--- src/rtl/mdu_mult_seq_if.sv ---
// Operand, MTHI/MTLO and result bundle between the core and the multiply unit.
// The master drives the operands and writes; the slave returns busy, done and hi/lo.
interface mdu_mult_seq_if #(
  parameter int WIDTH = 32
) ();
  logic             start;
  logic             is_signed;
  logic [WIDTH-1:0] a;
  logic [WIDTH-1:0] b;
  logic             hi_we;
  logic             lo_we;
  logic [WIDTH-1:0] wdata;
  logic             busy;
  logic             done;
  logic [WIDTH-1:0] hi;
  logic [WIDTH-1:0] lo;

  modport master (
    output start, is_signed, a, b, hi_we, lo_we, wdata,
    input  busy, done, hi, lo
  );

  modport slave (
    input  start, is_signed, a, b, hi_we, lo_we, wdata,
    output busy, done, hi, lo
  );
endinterface

--- src/rtl/mdu_mult_seq.sv ---
// Sequential radix-2 MULT/MULTU with HI/LO; result WIDTH+1 cycles after start.
// No queueing: start and MTHI/MTLO are ignored while busy, so the core must stall.
module mdu_mult_seq #(
  parameter int WIDTH = 32
) (
  input  logic           clk,
  input  logic           rst_n,
  mdu_mult_seq_if.slave  bus
);
  localparam int CW = (WIDTH > 1) ? $clog2(WIDTH) : 1;

  typedef enum logic [1:0] {IDLE, RUN, FIX} state_t;

  state_t             state;
  state_t             state_nxt;
  logic [CW-1:0]      cnt;
  logic [WIDTH-1:0]   mcand;
  logic [WIDTH-1:0]   mplier;
  logic               neg;
  logic [2*WIDTH:0]   acc;
  logic [2*WIDTH:0]   acc_nxt;
  logic [WIDTH:0]     sum;
  logic [WIDTH-1:0]   mag_a;
  logic [WIDTH-1:0]   mag_b;
  logic [2*WIDTH-1:0] prod;

  always_ff @(posedge clk or negedge rst_n) begin
    if (!rst_n) begin
      state <= IDLE;
    end else begin
      state <= state_nxt;
    end
  end

  always_comb begin
    state_nxt = state;
    case (state)
      IDLE:    if (bus.start) state_nxt = RUN;
      RUN:     if (cnt == CW'(WIDTH - 1)) state_nxt = FIX;
      FIX:     state_nxt = IDLE;
      default: state_nxt = IDLE;
    endcase
  end

  // Magnitudes: -(2^(W-1)) negates to itself, which is the correct unsigned magnitude.
  always_comb begin
    mag_a = (bus.is_signed && bus.a[WIDTH-1]) ? -bus.a : bus.a;
    mag_b = (bus.is_signed && bus.b[WIDTH-1]) ? -bus.b : bus.b;
  end

  // acc[2W] keeps the add carry so the upper half never overflows before the shift.
  always_comb begin
    sum     = acc[2*WIDTH:WIDTH] + {1'b0, mcand};
    acc_nxt = mplier[0] ? ({sum, acc[WIDTH-1:0]} >> 1) : (acc >> 1);
    prod    = neg ? -acc[2*WIDTH-1:0] : acc[2*WIDTH-1:0];
  end

  assign bus.busy = (state != IDLE);

  always_ff @(posedge clk or negedge rst_n) begin
    if (!rst_n) begin
      cnt      <= '0;
      mcand    <= '0;
      mplier   <= '0;
      neg      <= 1'b0;
      acc      <= '0;
      bus.done <= 1'b0;
      bus.hi   <= '0;
      bus.lo   <= '0;
    end else begin
      bus.done <= (state == FIX);
      case (state)
        IDLE: begin
          if (bus.start) begin
            mcand  <= mag_a;
            mplier <= mag_b;
            neg    <= bus.is_signed & (bus.a[WIDTH-1] ^ bus.b[WIDTH-1]);
            acc    <= '0;
            cnt    <= '0;
          end else begin
            if (bus.hi_we) bus.hi <= bus.wdata;
            if (bus.lo_we) bus.lo <= bus.wdata;
          end
        end
        RUN: begin
          acc    <= acc_nxt;
          mplier <= mplier >> 1;
          cnt    <= cnt + CW'(1);
        end
        FIX: begin
          bus.hi <= prod[2*WIDTH-1:WIDTH];
          bus.lo <= prod[WIDTH-1:0];
        end
        default: ;
      endcase
    end
  end
endmodule

--- src/flat_wrapper.sv ---
// flat-port wrapper written by rule: the top's interface ports become plain ports
module mdu_mult_seq_flat 
#(
  parameter int WIDTH = 32
)
  (clk, rst_n, bus_start, bus_is_signed, bus_a, bus_b, bus_hi_we, bus_lo_we, bus_wdata, bus_busy, bus_done, bus_hi, bus_lo);
  mdu_mult_seq_if #(.WIDTH(WIDTH)) bus_i ();
  input  logic clk;
  input  logic rst_n;
  input wire logic [$bits(bus_i.start)-1:0] bus_start;
  input wire logic [$bits(bus_i.is_signed)-1:0] bus_is_signed;
  input wire logic [$bits(bus_i.a)-1:0] bus_a;
  input wire logic [$bits(bus_i.b)-1:0] bus_b;
  input wire logic [$bits(bus_i.hi_we)-1:0] bus_hi_we;
  input wire logic [$bits(bus_i.lo_we)-1:0] bus_lo_we;
  input wire logic [$bits(bus_i.wdata)-1:0] bus_wdata;
  output wire logic [$bits(bus_i.busy)-1:0] bus_busy;
  output wire logic [$bits(bus_i.done)-1:0] bus_done;
  output wire logic [$bits(bus_i.hi)-1:0] bus_hi;
  output wire logic [$bits(bus_i.lo)-1:0] bus_lo;
  assign bus_i.start = bus_start;
  assign bus_i.is_signed = bus_is_signed;
  assign bus_i.a = bus_a;
  assign bus_i.b = bus_b;
  assign bus_i.hi_we = bus_hi_we;
  assign bus_i.lo_we = bus_lo_we;
  assign bus_i.wdata = bus_wdata;
  assign bus_busy = bus_i.busy;
  assign bus_done = bus_i.done;
  assign bus_hi = bus_i.hi;
  assign bus_lo = bus_i.lo;
  mdu_mult_seq #(.WIDTH(WIDTH)) u_core (.clk(clk), .rst_n(rst_n), .bus(bus_i));
endmodule
--- config.mk ---
export PLATFORM = sky130hd
export DESIGN_NAME = mdu_mult_seq_flat
export DESIGN_NICKNAME = d
export VERILOG_FILES = /design/src/rtl/mdu_mult_seq_if.sv /design/src/rtl/mdu_mult_seq.sv /design/src/flat_wrapper.sv
export SDC_FILE = /design/constraint.sdc
export NUM_CORES = 1
export LEC_CHECK = 0
export ABC_AREA = 1
export CAP_MARGIN = 20
export CELL_PAD_IN_SITES_DETAIL_PLACEMENT = 1
export CELL_PAD_IN_SITES_GLOBAL_PLACEMENT = 1
export CORE_MARGIN = 5
export CORE_UTILIZATION = 41
export CTS_CLUSTER_SIZE = 30
export DETAILED_ROUTE_END_ITERATION = 6
export PLACE_DENSITY_LB_ADDON = 0.1
export SYNTH_ARGS = -nofsm -noshare
export SYNTH_HDL_FRONTEND = slang
export SYNTH_SLANG_ARGS = --single-unit
--- constraint.sdc ---
create_clock -name clk -period 2.6 [get_ports clk]
set_input_delay 0.26 -clock clk [delete_from_list [all_inputs] [get_ports clk]]
set_output_delay 0.26 -clock clk [all_outputs]
set_load 0.01 [all_outputs]
Yosys cells after proc, flatten, opt, wreduce, memory -nomap -nowiden

Index checks and enable logic that the tools add are counted.

Register bits after elaboration: 202
Bits of input ports: 102
Output and inout bits: 66

Add/sub/neg operators: 5
Equality and inequality tests: 8
Multiplexer cells: 19
Bitwise gates (word level): 2
Reductions and logical operators: 11

Operators with widths:

| operator            | number |
|---|---|
| $mux 32             | 7 |
| $pmux 32 s2         | 3 |
| $pmux 65 s2         | 1 |
| $mux 64             | 2 |
| $mux 65             | 1 |
| $neg 32->32         | 2 |
| $neg 64->64         | 1 |
| $add 33x32->33      | 1 |
| $pmux 5 s2          | 1 |
| $ne 2x2->1 const B  | 4 |
| $reduce_and 2->1    | 3 |
| $reduce_and 3->1    | 2 |
| $reduce_bool 2->1   | 3 |
| $add 5x1->5 const B | 1 |
| $eq 5x5->1 const B  | 1 |
| $mux 5              | 1 |
| $mux 2              | 2 |
| $pmux 2 s2          | 1 |
| $eq 2x1->1 const B  | 1 |
| $eq 2x2->1 const B  | 1 |
| $logic_and 1x1->1   | 2 |
| $logic_not 2->1     | 1 |
| $ne 2x1->1 const B  | 1 |
| $and 1x1->1         | 1 |
| $xor 1x1->1         | 1 |

Longest topological paths before layout

Gate-level depths: netlist (run 1).

Depth after elaboration: 4
Gate-level depth with buffers: 15

Least setup slack after synthesis (run 1)

OpenSTA, ideal clock, no wires.

Path type: reg2reg
Start: reg u_core.acc[32]
End: reg u_core.acc[47]
Setup time: 123 ps
Arrival: 1783 ps
Required time: 2477 ps
Setup slack: 694 ps
Stages on the path, launching flop included: 14
Path buffers: 0
Clock period less this slack: 1906 ps
Cells stage by stage: dfrtp_1 > ha_1 > inv_1 > fa_1 > inv_1 > nand3_1 > nand3_1 > nand2_1 > a21oi_1 > nor2_1 > nand2_1 > nand2_1 > o21ai_0 > nand2_1

Longest elaborated chain between the ends: 3

Ends and longest elaborated chain:

| item                   | RTL line           | source |
|---|---|---|
| from (decl)            | mdu_mult_seq.sv:20 | `logic [2*WIDTH:0] acc;` |
| from (signal assigned) | mdu_mult_seq.sv:86 | `acc <= acc_nxt;` |
| $add 33x32->33         | mdu_mult_seq.sv:53 | `sum = acc[2*WIDTH:WIDTH] + {1'b0, mcand};` |
| $mux 64                | mdu_mult_seq.sv:54 | `acc_nxt = mplier[0] ? ({sum, acc[WIDTH-1:0]} >> 1) : (acc >> 1);` |
| $pmux 65 s2            | mdu_mult_seq.sv:72 | `case (state)` |

No other way between the ends.
A chain may end at the register's enable or synchronous reset.

Worst setup path in the final report (run 1)

Ends and elaborated chain as after synthesis.

==> run_results.csv, run 1 <==
group,metric,value,unit
die,die_w,199.8,um
worst_setup_path,rr_worst_depth,13,
worst_setup_path,crit_top_cell,"nand2_1",
global_route,grt_use_met1,0.3719,
timing,max_slew_margin,0.4177,
drt,drc,0,
worst_setup_path,r2r-start,"u_core.acc[32]",
drt,postRouteAntennaNets,0,
worst_setup_path,reg2reg_slack,260,ps
drt,drt_iter0_markers,1030,
clock_network,clkSinkCount,201,
synthesis,ys_types,50,
global_route,overflow,0,
clock_network,cts_buffers,25,
global_route,grt_first_pass_wirelength,91650,um
final_layout,n_antenna_cell,0,
die,fp-row-count,69,
worst_setup_path,worst_ep_required_time,3040,ps
final_layout,layout_commonest_cell,"nand2_1",
drt,drtPass1Iterations,5,
synthesis,synth_edf_count,0,
clock_network,clk_pin_slew_worst_paths,60,ps
synthesis,async_flop_share,1.000,
timing,rsz0062_at_grt,"no",
timing,worst_pin_slew,864.3,ps
timing,setup_viol,0,
die,core,0.03557,sq mm
worst_setup_path,start_kind,"flip-flop",
global_route,grt_max_degree,65,
synthesis,synth_area,0.01477,sq mm
clock_network,htreeDepth,1,
worst_setup_path,arrival,2780,ps
worst_hold_path,hold_path_class,"input pin to async pin",
worst_setup_path,worstPathCellList,"ha_1 > inv_1 > fa_1 > inv_1 > nand3_1 > nand3_1 > nand2_1 > a21oi_1 > nor2_1 > nand2_1 > nand2_1 > o21ai_0 > nand2_1",
timing,max_freq,0.4282,GHz
synthesis,ys_ff_latch,201,
drt,routed_via_density,5.453,
final_layout,final_cell_mix,"nand2_1 (762), inv_1 (294), nand3_1 (249)",
timing,final.min_clock_period,2335,ps
timing,finalHoldViolations,0,
timing,finalClockSkew,26.01,ps
drt,routed_wl,58210,um
worst_setup_path,slowest_delay,460,ps
clock_network,clockRootBuffer,"clkbuf_16",
power,vdd_drop_max,0.0005429,V
clock_network,cts_resized,0,
outcome,status,"finished, final reports clean",
worst_setup_path,crit_type,"flip-flop to flip-flop",
final_layout,drive_above_1_share,0.05168,
synthesis,synthCells,2306,
placement,dpl.hpwl,45810,um
die,start_util,0.4153,
power,p_per_area,1336,mW/mm^2
final_layout,syn2layout_area_growth,21.73,%
placement,routabilityCongestion,0.9380,
placement,dp.cells,2891,
worst_setup_path,r2r_end,"u_core.acc[47]",
die,dieArea,0.03992,sq mm
global_route,grt_usage,0.2880,
global_route,met2_usage,0.4919,
worst_setup_path,crit_family,"adder cells",
clock_network,ctsLongestPathBuffers,3,
worst_setup_path,crit_buf_inv,2,
global_route,busiest_layer,"met2",
timing,period_share,0.8982,
clock_network,hold_buffers,1,
power,power_leakage,8.885,nW
drt,num_vias,16020,
clock_network,cts_tree,"built",
worst_setup_path,worstSetupEndpointType,"flip-flop",
worst_setup_path,slowest_stage,"dfrtp_1",
timing,tns,0,ps
timing,final-max-slew-violation-count,0,
worst_setup_path,cp_max_fo,5,
synthesis,syn_area_per_cell,6.406,sq um
synthesis,syn_nets,2446,
clock_network,cts_setup_buffers,0,
placement,port_buffers,167,
die,die_height,199.8,um
clock_network,clk_latency,560,ps
die,io_pins,168,
global_route,antenna_found_initial,0,
global_route,grt_pass1_vias,16590,
synthesis,ys.flop_type,"dfrtp_1",
synthesis,seq_area_frac_synth,0.3405,
global_route,gr-usage-met3,0.02467,
final_layout,finalNonFillerCells,2938,
run,maxCapViolations,0,
drt,wire_per_inst,19.81,um
final_layout,finish.net_count,2598,
synthesis,yosys_warnings,0,
[power by group]
| part | switching (mW) | leakage (nW) | total, mW | internal [mW] |
|---|---|---|---|---|
| sequential | 1.50 | 2.48 | 6.12 | 4.62 |
| clock | 1.50 | 0.457 | 4.01 | 2.51 |
| combinational | 8.94 | 5.95 | 13.9 | 4.96 |
| total | 11.9 | 8.89 | 24.0 | 12.1 |
[routing by layer]
layer | share of wire | vias up
met2 | 0.47 | 376
met1 | 0.44 | 7744
met3 | 0.036 | 120
met4 | 0.055 | 0
li1 | - | 7781
met5 | 0 | -
[synth_stat cells, types with 12 or more instances]
| library cell | number | area share |
|---|---|---|
| nand4_1 | 34 | 0.014 |
| nand2_1 | 764 | 0.19 |
| o21ai_0 | 117 | 0.040 |
| a22oi_1 | 26 | 0.013 |
| a21oi_1 | 78 | 0.026 |
| nor2_2 | 12 | 0.0051 |
| o22ai_1 | 43 | 0.018 |
| clkbuf_1 | 40 | 0.010 |
| inv_1 | 295 | 0.075 |
| buf_2 | 25 | 0.0085 |
| nor2_1 | 218 | 0.055 |
| nor3_1 | 20 | 0.0068 |
| ha_1 | 37 | 0.031 |
| dfrtp_1 | 201 | 0.34 |
| nand3_1 | 249 | 0.084 |
| o211ai_1 | 24 | 0.012 |
| xor2_1 | 24 | 0.014 |
[registers in the layout, indices dropped and copies added (netlist names)]
name,flops
u_core.acc,64
u_core.mcand,32
u_core.cnt,5
u_core.mplier,32
u_core.bus.lo,32
u_core.state,2
u_core.bus.done,1
u_core.neg,1
u_core.bus.hi,32
[per-stage QoR]
step / utilization / setup WS, ps / total power [mW] / hold WS (ps) / area (sq um)
after global placement: 0.4787 / 333.7 / 19.40 / 286.1 / 17030
final: 0.5055 / 264.8 / 24.02 / 269.1 / 17980
after detailed placement: 0.4787 / 273.5 / 19.87 / 289.6 / 17030
after global routing: 0.5055 / 76.98 / 26.03 / 308.1 / 17980
after CTS: 0.5055 / 287.4 / 24.02 / 267.5 / 17980
after floorplan: - / 694.0 / 14.71 / -35.59 / 14770
[worst reg2reg max path: stages (launching register included)]
cell	delay, ps
dfrtp_1	460
ha_1	250
inv_1	70
fa_1	390
inv_1	130
nand3_1	90
nand3_1	150
nand2_1	110
a21oi_1	160
nor2_1	70
nand2_1	70
nand2_1	60
o21ai_0	150
nand2_1	60
[worst max path at each step]
stage	start	cells after the start	slack, ps	end
floorplan	u_core.acc[32]	13	690	u_core.acc[47]
global placement	bus_a[0]	13	330	u_core.mcand[16]
detailed placement	bus_b[0]	11	270	u_core.mplier[20]
CTS	u_core.acc[3]	10	290	u_core.bus.hi[5]
global route	u_core.acc[32]	13	80	u_core.acc[51]
finish	u_core.acc[32]	13	260	u_core.acc[47]
[cell type report]
cell class	count	area, sq um
Fill cell	4744	17590
Clock buffer	32	701.9
Inverter	303	1139
Clock inverter	14	242.7
Timing Repair Buffer	205	2038
Sequential cell	201	5031
Tap cell	461	576.8
Multi-Input combinational cell	1722	8252
[logic make-up after synthesis]
family          synth area share
xor+xnor                 0.01779
simple gates              0.3775
buf+inv                   0.1022
flops                     0.3405
compound gates            0.1293
fa+ha+maj                0.03270
No activity file was read; power rests on OpenSTA's default activity.
==> run 2, diff against run 1 <==
Settings changed: CAP_MARGIN 20 to not set, SLEW_MARGIN set to 20.
==> results of run 2 <==
No change in the layout: final DEF, timing and power equal those of run 1.
==> run 3, diff against run 2 <==
Settings changed: SETUP_SLACK_MARGIN set to 0.5, SKIP_LAST_GASP set to 1.
==> run_results.csv, run 3 (synthesis gave the netlist of run 1 again) <==
group,metric,value,unit
outcome,status,"finished, final reports clean",
worst_setup_path,worstSetupEndpointType,"flip-flop",
placement,dpl.hpwl,45810,um
final_layout,largest-register,"u_core.acc",
drt,drtPass1Iterations,5,
timing,max_freq,0.4683,GHz
drt,postRouteAntennaNets,0,
drt,routed_via_density,5.484,
final_layout,n_antenna_cell,0,
clock_network,clk_latency,560,ps
final_layout,multi_input_area,0.008716,sq mm
power,power_leakage,8.938,nW
clock_network,clockRootBuffer,"clkbuf_16",
global_route,antenna_found_initial,0,
final_layout,seq_area,0.005057,sq mm
global_route,grt_max_degree,65,
global_route,grt_pass1_vias,16640,
worst_hold_path,hold_path_class,"input pin to async pin",
die,start_util,0.4153,
clock_network,clk_pin_slew_worst_paths,60,ps
power,p_total,25.29,mW
final_layout,final_cell_mix,"nand2_1 (752), inv_1 (288), nand3_1 (240)",
die,die_height,199.8,um
placement,routabilityCongestion,0.9380,
placement,port_buffers,167,
drt,wire_per_inst,20.09,um
clock_network,ctsLongestPathBuffers,3,
timing,worst_pin_slew,787.7,ps
drt,routed_wl,59300,um
global_route,grt_usage,0.2895,
final_layout,largest_register_ffs,64,
final_layout,layout_commonest_cell,"nand2_1",
worst_setup_path,cp_max_fo,4,
timing,max_slew_margin,0.4693,
timing,timing.hold.ws,260.4,ps
die,die_w,199.8,um
die,io_pins,168,
final_layout,drive_above_1_share,0.09799,
final_layout,num-fill-cells,4682,
run,maxCapViolations,0,
drt,drc,0,
timing,period_share,0.8213,
clock_network,htreeDepth,1,
final_layout,syn2layout_area_growth,25.75,%
drt,drt_iter0_markers,923,
worst_setup_path,start_kind,"flip-flop",
timing,final.min_clock_period,2135,ps
timing,finalClockSkew,29.51,ps
clock_network,cts_buffers,25,
global_route,overflow,0,
timing,tns,0,ps
clock_network,cts_tree,"built",
worst_setup_path,crit_type,"flip-flop to flip-flop",
drt,num_vias,16180,
power,p_per_area,1361,mW/mm^2
worst_setup_path,arrival,2570,ps
placement,dp.cells,2891,
timing,rsz0062_at_grt,"yes",
global_route,grt_first_pass_wirelength,91930,um
worst_setup_path,reg2reg_slack,460,ps
die,fp-row-count,69,
clock_network,clkSinkCount,201,
die,core,0.03557,sq mm
final_layout,finalNonFillerCells,2951,
final_layout,finish.net_count,2611,
power,vdd_drop_max,0.0005431,V
timing,finalHoldViolations,0,
worst_setup_path,r2r_end,"u_core.bus.hi[5]",
timing,setup_viol,0,
timing,final-max-slew-violation-count,0,
worst_setup_path,rr_worst_depth,10,
worst_setup_path,r2r-start,"u_core.acc[3]",
worst_setup_path,worst_ep_required_time,3040,ps
die,dieArea,0.03992,sq mm
-- run 3: cell count changes in the layout (fill, tap and decap cells not counted), sizes merged --
cell	before	now
buf	37	50
-- run 3: worst max path at each step --
stage / start / to / slack (ps)
after floorplan: u_core.acc[32] / u_core.acc[47] / 690
after detailed placement: bus_b[0] / u_core.mplier[20] / 270
after CTS: u_core.acc[1] / u_core.bus.hi[8] / 470
after global routing: u_core.acc[3] / u_core.bus.hi[5] / 420
final: u_core.acc[3] / u_core.bus.hi[5] / 460
after global placement: bus_a[0] / u_core.mcand[16] / 330
-- run 3: layout make-up --
cell class                 count  area share
multi-input combinational   1722      0.4692
timing repair buffer         218      0.1152
sequential                   201      0.2723
clock buffer                  32     0.03779
clock inverter                14     0.01307
inverter                     303     0.06143
tap                          461     0.03105
-- run 3: repair_timing --
action,CTS,global route
gates resized for setup,33,87
pin swaps,3,4
hold endpoints to repair,58,0
buffers inserted,3,10
hold buffers,1,0
endpoints found under the setup margin,36,65
-- run 3: routing by layer --
metal / GRT usage / vias to the layer above / wire (um)
li1: - / 7800 / -
met1: 0.3733 / 7849 / 25450
met2: 0.4967 / 404 / 28420
met5: 0 / - / 0
met4: 0.1316 / 0 / 3191
met3: 0.02484 / 130 / 2238
-- run 3: where the power goes --
part | switching [mW] | total, mW | leakage [nW] | internal, mW
clock network | 1.49 | 4.01 | 0.457 | 2.51
registers | 1.58 | 6.24 | 2.46 | 4.66
logic | 9.39 | 15.0 | 6.02 | 5.65
total | 12.5 | 25.3 | 8.94 | 12.8
-- run 3: through the flow --
step / util / setup slack, ps / area (sq um)
3_3_place_gp: 0.4787 / 333.7 / 17030
4_1_cts: 0.5094 / 469.7 / 18120
3_5_place_dp: 0.4787 / 273.5 / 17030
6_report: 0.5222 / 464.7 / 18580
5_1_grt: 0.5222 / 417.6 / 18580
2_1_floorplan: - / 694.0 / 14770
-- run 3: critical path: stages, from the launching register on --
cell     delay (ps)
dfrtp_1         450
nor2_4          150
nand4_1         220
nor2_4          230
nand2_2          80
inv_1           170
nand4_1         240
nand2_1         130
nand2_1          80
nand3_2         170
nand2_1          90
